==> src/rtl/data_memory_dump_controller.sv <==
// Data-memory arbiter: passes MEM-stage accesses through while idle, and when the
// pipeline is halted streams every memory word out over a valid/ready handshake.
module data_memory_dump_controller #(
    parameter int NB_ADDR = 5,
    parameter int NB_DATA = 2**NB_ADDR
) (
    input  logic               i_clock,
    input  logic               i_reset_n,
    input  logic [NB_ADDR-1:0] i_pipe_addr,
    input  logic [NB_DATA-1:0] i_pipe_wr_data,
    input  logic               i_pipe_wr_enable,
    input  logic               i_pipe_rd_enable,
    output logic [NB_DATA-1:0] o_pipe_rd_data,
    output logic               o_pipe_stall,
    input  logic               i_halted,
    input  logic               i_dump_start,
    output logic               o_dump_busy,
    output logic               o_dump_done,
    output logic [NB_DATA-1:0] o_tx_data,
    output logic               o_tx_valid,
    input  logic               i_tx_ready,
    output logic [NB_ADDR-1:0] o_mem_addr,
    output logic [NB_DATA-1:0] o_mem_wr_data,
    output logic               o_mem_wr_enable,
    output logic               o_mem_rd_enable,
    input  logic [NB_DATA-1:0] i_mem_rd_data
);

    typedef enum logic [2:0] {
        S_IDLE,
        S_READ,
        S_WAIT,
        S_SEND,
        S_DONE
    } state_t;

    localparam logic [NB_ADDR-1:0] PTR_LAST = '1;

    state_t             state_q, state_d;
    logic [NB_ADDR-1:0] ptr_q, ptr_d;
    logic [NB_DATA-1:0] tx_data_q, tx_data_d;

    always_ff @(posedge i_clock or negedge i_reset_n) begin
        if (!i_reset_n) begin
            state_q   <= S_IDLE;
            ptr_q     <= '0;
            tx_data_q <= '0;
        end else begin
            state_q   <= state_d;
            ptr_q     <= ptr_d;
            tx_data_q <= tx_data_d;
        end
    end

    always_comb begin
        state_d   = state_q;
        ptr_d     = ptr_q;
        tx_data_d = tx_data_q;
        case (state_q)
            S_IDLE: begin
                if (i_dump_start && i_halted) begin
                    state_d = S_READ;
                    ptr_d   = '0;
                end
            end
            S_READ: state_d = S_WAIT;
            S_WAIT: begin
                tx_data_d = i_mem_rd_data;
                state_d   = S_SEND;
            end
            S_SEND: begin
                if (i_tx_ready) begin
                    if (ptr_q == PTR_LAST) begin
                        state_d = S_DONE;
                    end else begin
                        ptr_d   = ptr_q + 1'b1;
                        state_d = S_READ;
                    end
                end
            end
            S_DONE:  state_d = S_IDLE;
            default: state_d = S_IDLE;
        endcase
    end

    // All status outputs decode the state register only, so the stall is glitch-free.
    always_comb begin
        o_dump_busy  = (state_q != S_IDLE);
        o_pipe_stall = (state_q != S_IDLE);
        o_dump_done  = (state_q == S_DONE);
        o_tx_valid   = (state_q == S_SEND);
        o_tx_data    = tx_data_q;
        if (state_q == S_IDLE) begin
            o_mem_addr      = i_pipe_addr;
            o_mem_wr_data   = i_pipe_wr_data;
            o_mem_wr_enable = i_pipe_wr_enable;
            o_mem_rd_enable = i_pipe_rd_enable;
        end else begin
            o_mem_addr      = ptr_q;
            o_mem_wr_data   = '0;
            o_mem_wr_enable = 1'b0;
            o_mem_rd_enable = (state_q == S_READ);
        end
    end

    assign o_pipe_rd_data = i_mem_rd_data;

endmodule

==> config.mk <==
export PLATFORM = sky130hd
export DESIGN_NAME = data_memory_dump_controller
export DESIGN_NICKNAME = d
export VERILOG_FILES = /design/src/rtl/data_memory_dump_controller.sv
export SDC_FILE = /design/constraint.sdc
export NUM_CORES = 1
export LEC_CHECK = 0
export BUFFER_PORTS_ARGS = -buffer_cell sky130_fd_sc_hd__buf_2
export CAP_MARGIN = 40
export CORE_ASPECT_RATIO = 1.25
export CORE_MARGIN = 8
export CORE_UTILIZATION = 41
export DETAILED_ROUTE_END_ITERATION = 16
export PLACE_DENSITY = 0.88
export SLEW_MARGIN = 20
export SYNTH_ARGS = -nofsm -noshare
export SYNTH_HDL_FRONTEND = slang
export SYNTH_SLANG_ARGS = --single-unit
export TNS_END_PERCENT = 50
==> constraint.sdc <==
create_clock -name i_clock -period 3.45 [get_ports i_clock]
set_clock_uncertainty 0.1 [all_clocks]
set_input_delay 0.345 -clock i_clock [delete_from_list [all_inputs] [get_ports i_clock]]
set_output_delay 0.345 -clock i_clock [all_outputs]
set_load 0.005 [all_outputs]
* Word level (Yosys, flattened, before mapping)
Cells that the tools add are included.
** Word-level totals
- Output and inout bits :: 107
- Word-level logic and storage cells :: 30
- Input bits :: 76
- Register bits :: 40
** Operators by class
- Reductions and logical operators :: 6
- Muxes and demuxes :: 12
- Equality and inequality tests :: 8
- $add $sub $neg :: 1
** Operator list (number)
- 32-bit 2-to-1 mux :: 1
- 5-bit 2-to-1 mux :: 4
- 3-bit case mux with 4 select lines :: 1
- 5-bit case mux with 2 select lines :: 1
- 3-bit 2-to-1 mux :: 3
- 3-bit by 2-bit == test with 1-bit output (second input constant) :: 2
- 5-bit by 1-bit adder with 5-bit output (second input constant) :: 1
- 5-bit == test (second input constant) :: 1
- 2-bit != test (second input constant) :: 2
- 4-bit AND reduction :: 1
- 3-bit by 1-bit == test with 1-bit output (second input constant) :: 1
- 3-bit == test (second input constant) :: 1
- 3-bit logical NOT :: 1
- 3-bit nonzero test :: 1
- 1-bit 2-to-1 mux :: 2
- 2-bit by 1-bit != test with 1-bit output (second input constant) :: 1
- 2-bit AND reduction :: 1
- 2-bit nonzero test :: 1
- 1-bit logical AND :: 1

* Longest topological paths before layout
Gate-level depths: netlist (run 1).
- Depth after elaboration :: 4
- Depth in mapped cells :: 7
- Depth with buffers taken out :: 6

* Worst setup path after synthesis (run 1)
Ideal clock, no wire load.
- Path type :: register to output
- Start point :: register state_q[0]
- End point :: output o_mem_addr[1]
- Arrival :: 1.345 ns
- Stages on the path, launching flop included :: 5
- Path buffers :: 2
- Data required time :: 3.005 ns
- Path slack :: 1.660 ns
- Cells stage by stage :: dfrtp_1 > buf_2 > nor3_2 > buf_2 > mux2_2
** On the way
- Cells in the longest elaborated chain, start to end :: 2
** Ends and longest elaborated chain
- start: declaration :: line 39 : state_t state_q, state_d;
- start signal: assignment :: line 49 : state_q <= state_d;
- 3-bit logical NOT :: line 93 : if (state_q == S_IDLE) begin
- 5-bit 2-to-1 mux :: line 93
- end: declaration :: line 22 : output logic [NB_ADDR-1:0] o_mem_addr,
Every way passes these cells.

* Worst setup path after layout (run 1)
- Start point :: register state_q[0]
- End point :: output o_mem_addr[3]
The elaborated chain is that of the path after synthesis.

==> results.md, run 1 <==
- Run status: finished clean
- Rows: 29
- I/O Pins: 183
- Maximum VDD drop: 0.329 mV
- Setup_tns: 0 ns
- Drt wl/cell: 15.0 microns
- Final Power: 2.11 mW
- Final net count: 415
- DIE AREA: 7840 sq um
- Drt pass-1 iters: 4
- Setup bufs post-CTS: 0
- Pwr dens: 701 nW/um^2
- Initial core utilization: 42.4%
- Clk buf depth: 2
- Detailed Route Iter0 Violations: 20
- Synth warn: 0
- Non-filler cells, final: 400
- WP buf/inv: 2
- Vias in the first global route: 2010
- Setup crit start kind: flop
- Vias: 1858
- CP Max Fanout: 33
- Largest net degree at the start of global routing: 36
- Worst path slowest cell: dfrtp_1
- Leakage: 1.66 nW
- Cell variety after synth: 26
- Final worst-path cycle share: 65.0%
- Worst-margin pin slew: 0.493 ns
- DRC viols: 0
- Clk sinks: 40
- Fillers: 441
- Final min period: 2.24 ns
- Mean Syn Cell Area: 11.5 sq um
- Detailed Place HPWL: 5090 microns
- Final hold slack: 0.195 ns
- Hold_buf cts: 1
- Cells along the critical path: nor3_4, buf_6, mux2_2, buf_2
- Clk_lat worst skew: 0.28 ns
- TritonCTS clock tree: done
- Die X: 80.8 microns
- Clock root cell: clkbuf_8
- Worst min-delay path class: in -> reg
- Maxcap violations: 0
- Post-route ant nets: 0
- Initial antenna violation count: 0
- WP data required: 3.00 ns
- Seq cells post-synth: 40
- Layout cell share with drive strength beyond 1: 68.3%
- Setup-failing EPs final: 0
- Port Buffer Count: 182
- Placer congestion estimate: 0.754
- Crit end category: output port
- H-tree level count: 2
- Max-slew violations: 0
- CP peak stage delay: 0.50 ns
- WP data arrival: 1.80 ns
- Clk slew on worst S/H paths: 0.08 ns
- Detailed Route WL: 5980 microns
- Global-route wire length before repair: 9370 microns
- Grt ovf: 0
- ANT cells: 0
- Placed cells: 390
- Core area: 5080 sq um
- Relative slew slack: 67.1%
- DIE HEIGHT: 97.0 microns
- Cell family with most CP delay: flip-flops
- FMAX: 446 MHz
- Total track usage: 14.9%
- Synthesized area: 2150 sq um
- Syn Inst Count: 187
- Kind of critical path: reg -> out
- Final hold vios: 0
- Cts repair resizes: 0
- Unrepaired setup endpoints after global routing: false
- Syn Nets: 265
- Inserted Clock Buffers: 5
- Via/cell ratio: 4.65
- Post-synthesis sequential area ratio: 46.5%
- Area growth syn-to-layout: 39.6%
[cells in the final DEF (no fill, tap or decap), types with 2 or more instances in the layout]
master / instances
a32o_1: 3
buf_4: 2
inv_1: 2
nor2_1: 2
a31oi_1: 5
buf_2: 182
mux2_2: 36
ha_1: 2
o21ai_0: 2
dfrtp_1: 40
and3_1: 3
nand2b_1: 2
clkbuf_8: 6
and2_1: 33
nand2_1: 2
[cells by family after synthesis]
family / count (synthesis) / share of synthesized area, %
AO/OA/AOI/OAI: 14 / 4.71
flip-flops: 40 / 46.5
AND/OR/NAND/NOR: 49 / 14.3
multiplexers: 36 / 18.8
buffers and inverters: 46 / 14.5
adder cells (fa/ha/maj): 2 / 1.16
[registers in the layout (all words and copies together) (netlist names)]
signal / count
o_tx_data: 32
ptr_q: 5
state_q: 3
[worst paths after layout]
check	slack (ns)	cells past startpoint	startpoint	end
worst max-delay path	1.21	4	state_q[0]	o_mem_addr[3]
worst min-delay path	0.19	2	i_tx_ready	state_q[1]
worst max register to register	1.46	6	ptr_q[0]	ptr_q[2]
worst min register to register	0.40	1	o_tx_data[12]	o_tx_data[12]
max in group asynchronous	2.31	3	i_reset_n	ptr_q[0]
min in group asynchronous	0.47	2	i_reset_n	o_tx_data[18]
[worst register-to-register path: cells and delay by family (launching register included)]
family | cells | cell delay [ns]
simple gates | 2 | 0.58
fa+ha+maj | 2 | 0.44
flops | 1 | 0.40
compound gates | 2 | 0.36
[power breakdown]
part           internal (mW)  switching [mW]  leakage, nW
Combinational          0.558           0.403         1.14
Sequential             0.696           0.133        0.474
Clock                  0.162           0.155       0.0445
[Yosys cell counts (all sizes together)]
cell type,instances,area share (%)
mux2,36,19
a32o,3,1.4
o21bai,1,0.35
and2,33,9.6
and3,3,0.87
nor3b,2,0.93
buf,40,13
inv,2,0.35
ha,2,1.2
and3b,1,0.41
nor2b,1,0.29
a2bb2oi,1,0.41
nand3,1,0.23
clkbuf,4,0.70
o21ai,2,0.46
nand2,2,0.35
nor3,2,0.70
dfrtp,40,46
a31oi,5,1.5
a21oi,1,0.23
nor2,2,0.35
a32oi,1,0.41
nand2b,2,0.58
[per-stage QoR]
stage	utilization, %	worst slack, ns	area [sq um]
6_report	59.2	1.21	3010
3_5_place_dp	56.9	1.18	2890
5_1_grt	59.2	1.12	3010
4_1_cts	59.0	0.839	3000
2_1_floorplan	-	1.66	2150
3_3_place_gp	56.4	1.23	2860
[final cells by class]
cell class                 instances  area [sq um]  area share (%)
clock inverter                     1          7.51           0.250
multi-input combinational        101           852            28.3
timing repair buffer             187           975            32.4
tap                               62          77.6            2.58
clock buffer                       7          86.3            2.87
inverter                           2          7.51           0.250
sequential                        40          1000            33.3
[metal layers]
metal	up-vias	GRT usage [%]	wire length, microns
met5	-	0	0
met4	0	5.52	100
met3	8	7.22	825
met2	116	26.4	3090
met1	837	14.0	1970
li1	897	-	-
(Power assumes the default switching activity.)
==> run 2: changes to the inputs <==
--- a/config.mk
+++ b/config.mk
@@ -5,13 +5,14 @@
 export SDC_FILE = /design/constraint.sdc
 export NUM_CORES = 1
 export LEC_CHECK = 0
+export ABC_AREA = 1
 export BUFFER_PORTS_ARGS = -buffer_cell sky130_fd_sc_hd__buf_2
 export CAP_MARGIN = 40
 export CORE_ASPECT_RATIO = 1.25
 export CORE_MARGIN = 8
-export CORE_UTILIZATION = 41
+export CORE_UTILIZATION = 40
 export DETAILED_ROUTE_END_ITERATION = 16
-export PLACE_DENSITY = 0.88
+export PLACE_DENSITY = 0.83
 export SLEW_MARGIN = 20
 export SYNTH_ARGS = -nofsm -noshare
 export SYNTH_HDL_FRONTEND = slang
==> constraint.sdc (replaced) <==
create_clock -name i_clock -period 2.1 [get_ports i_clock]
set_clock_uncertainty 0.1 [all_clocks]
set_input_delay 0.21 -clock i_clock [delete_from_list [all_inputs] [get_ports i_clock]]
set_output_delay 0.21 -clock i_clock [all_outputs]
set_load 0.005 [all_outputs]
==> run 2 against run 1 <==
  * Worst hold slack worse by 0.13 ns
  * Clock power is 51% higher
  * First-iteration DRC count is 65% higher
  * Final area is 7.7% higher
  * Global-route usage is 1.4 points higher
==> results.md, run 2 <==
- Net Switching: 1.51 mW (+120%)
- Top FF cell, synth: dfrtp_1
- Core area: 5820 sq um (+15%)
- Cell variety after synth: 25 (-3.8%)
- Post-synthesis sequential area ratio: 41.3% (-5.2 points)
- Port Buffer Count: 182 (unchanged)
- Relative slew slack: 71.9% (+4.8 points)
- DIE HEIGHT: 103 microns (+6.2%)
- Setup crit start kind: flop
- Final hold vios: 0 (unchanged)
- Leakage: 2.13 nW (+29%)
- DRC viols: 0 (unchanged)
- Worst reg-to-reg path cell count: 8 (+2)
- Setup_tns: 0 ns (unchanged)
- Setup-failing EPs final: 0 (unchanged)
- Largest register FFs: 32 (unchanged)
- Clk sinks: 40 (unchanged)
- Internal power: 2.19 mW (+54%)
- Crit path capture: o_mem_addr[2]
- WP data arrival: 1.63 ns (-0.17 ns)
- Post-synth top area share: 41.3% (-5.2 points)
- Worst path slowest cell: dfrtp_1
- Clock power share: 12.9% (-2.1 points)
- Fillers: 548 (+24%)
- Total track usage: 16.3% (+1.4 points)
- ANT cells: 0 (unchanged)
- Detailed Place HPWL: 6270 microns (+23%)
- Cells along the critical path: nor2_2, nand2_4, mux2_4, buf_2
- Unrepaired setup endpoints after global routing: false
- I/O Pins: 183 (unchanged)
- Maximum VDD drop: 0.647 mV (+97%)
- Detailed Route Iter0 Violations: 33 (+65%)
- Vias: 2321 (+25%)
- Inserted Clock Buffers: 5 (unchanged)
- Dominant cells by area after synthesis: dfrtp_1 (41%), inv_1 (11%), buf_4 (10%)
- Layout cell share with drive strength beyond 1: 49.7% (-19 points)
- Drt wl/cell: 13.8 microns (-7.7%)
- Initial core utilization: 41.6% (-0.75 points)
- Mean Syn Cell Area: 7.81 sq um (-32%)
- CP Max Fanout: 30 (-9.1%)
- Synthesized area: 2420 sq um (+12%)
- Worst min-delay path class: in -> reg
- Clock root cell: clkbuf_8
- Worst-margin pin slew: 0.422 ns (-0.0716 ns)
- Post-route ant nets: 0 (unchanged)
- Detailed Route WL: 7280 microns (+22%)
- TritonCTS clock tree: done
- Placed Instance Area: 3140 sq um (+8.6%)
- Clk buf depth: 2 (unchanged)
- Synth warn: 0 (unchanged)
- Global-route wire length before repair: 11300 microns (+21%)
- Most frequent cells in the layout: buf_2 (182), inv_1 (70), nand2_1 (52)
- Final worst-path cycle share: 92.5%
- Clk_lat worst skew: 0.28 ns (about the same)
- Die X: 85.6 microns (+5.9%)
- Via/cell ratio: 4.40 (-5.2%)
- Clk slew on worst S/H paths: 0.08 ns (about the same)
- Crit end category: output port
- Syn Inst Count: 310 (+66%)
- Pwr dens: 1140 nW/um^2 (+63%)
- Count leader, synth: inv_1
- Sequential cell area: 1000 sq um (unchanged)
- FF-to-FF End: ptr_q[0]
- Asr flop ratio synth: 100% (unchanged)
- Reg-to-Reg Start: ptr_q[0]
- Commonest cells post-synth: inv_1 (70), nand2_1 (52), nor2_1 (42), dfrtp_1 (40), buf_4 (33)
- Kind of critical path: reg -> out
- Seq cells post-synth: 40 (unchanged)
- FMAX: 515 MHz
- Sequential Power Share: 35.6% (-3.8 points)
- Final instance area: 3240 sq um (+7.7%)
- WHS Path Cells: 3 (+1)
- Largest net degree at the start of global routing: 31 (-14%)
- Initial antenna violation count: 0 (unchanged)
- WP data required: 1.79 ns (-1.21 ns)
- Switching Share: 40.9% (+8.1 points)
- Non-filler cells, final: 527 (+32%)
- DIE AREA: 8820 sq um (+12%)
- Vias in the first global route: 2407 (+20%)
- CP peak stage delay: 0.45 ns (-0.05 ns)
- Max-slew violations: 0 (unchanged)
- Final min period: 1.94 ns
- Placer congestion estimate: 0.921 (+22%)
- Worst Setup SP: state_q[0]
- Maxcap violations: 0 (unchanged)
- Area growth syn-to-layout: 33.7%
- EDFF count, synth: 0 (unchanged)
- Final net count: 539 (+30%)
- Drt pass-1 iters: 4 (unchanged)
- Grt ovf: 0 (unchanged)
- Area leader, netlist: dfrtp_1
- Area of the multi-input gates: 816 sq um (-4.3%)
- Commonest non-fill, non-tap cell in the layout: buf_2
- Placed cells: 519 (+33%)
- Syn Nets: 388 (+46%)
- Rows: 31 (+6.9%)
- Comb power frac: 51.5% (+5.9 points)
- Run status: finished clean
- R2R Setup Slk: 0.40 ns (-1.06 ns)
- H-tree level count: 2 (unchanged)
-- run 2: cell families after synthesis --
family | share of synthesized area (%)
AND/OR/NAND/NOR | 18.3
flip-flops | 41.3
multiplexers | 2.01
buffers and inverters | 25.3
adder cells (fa/ha/maj) | 1.03
AO/OA/AOI/OAI | 12.0
-- run 2: what timing repair did --
action                                  4_1_cts  5_1_grt
buffers inserted                              0        0
endpoints found under the setup margin       16       13
pin swaps                                     0        1
hold endpoints to repair                     16        0
gates resized for setup                       1        1
hold buffers                                  1        0
-- run 2: per-stage QoR --
stage / power [mW] / utilization, % / setup WS, ns / hold slack, ns
3_5_place_dp: 3.27 / 54.0 / 0.268 / 0.0699
3_3_place_gp: 3.18 / 53.5 / 0.341 / 0.273
5_1_grt: 4.06 / 55.7 / 0.0497 / 0.0537
6_report: 3.70 / 55.7 / 0.158 / 0.0646
2_1_floorplan: 2.52 / - / 0.606 / -0.186
4_1_cts: 3.78 / 55.6 / 0.0462 / 0.0506
-- run 2: worst max-delay path: cells and delay by family (launching register included) --
kind / cells / cell delay [ns]
and+or+nand+nor: 2 / 0.43
muxes: 1 / 0.34
DFF: 1 / 0.45
buffers and inverters: 1 / 0.13
-- run 2: area by class of cell --
type | count | share of cell area (%)
multi-input cells | 155 | 25.2
well taps | 66 | 2.55
clock buffers | 5 | 2.13
inverters | 71 | 8.23
flip-flops and latches | 40 | 30.9
clock inverters | 2 | 0.386
repair buffers | 188 | 30.6
-- run 2: worst min path at each step --
stage / from / to / slack [ns]
4_1_cts: i_mem_rd_data[1] / o_tx_data[1] / 0.05
6_report: i_mem_rd_data[1] / o_tx_data[1] / 0.06
5_1_grt: i_mem_rd_data[23] / o_tx_data[23] / 0.05
3_5_place_dp: i_reset_n / o_tx_data[4] / 0.07
2_1_floorplan: i_reset_n / o_tx_data[0] / -0.19
3_3_place_gp: i_reset_n / o_tx_data[2] / 0.27
-- run 2: power groups by stage --
stage / clock (mW) / combinational (mW) / sequential [mW]
global route: 0.534 / 2.16 / 1.37
floorplan: 0 / 1.17 / 1.34
detailed placement: 0 / 1.94 / 1.33
CTS: 0.506 / 1.95 / 1.32
finish: 0.479 / 1.90 / 1.32
global placement: 0 / 1.88 / 1.30
-- run 2: layer usage --
layer / part of all wire (%) / track usage [%]
met5: 0 / 0
met4: 3.1 / 7.03
met3: 11 / 6.94
met2: 51 / 31.3
met1: 35 / 14.4
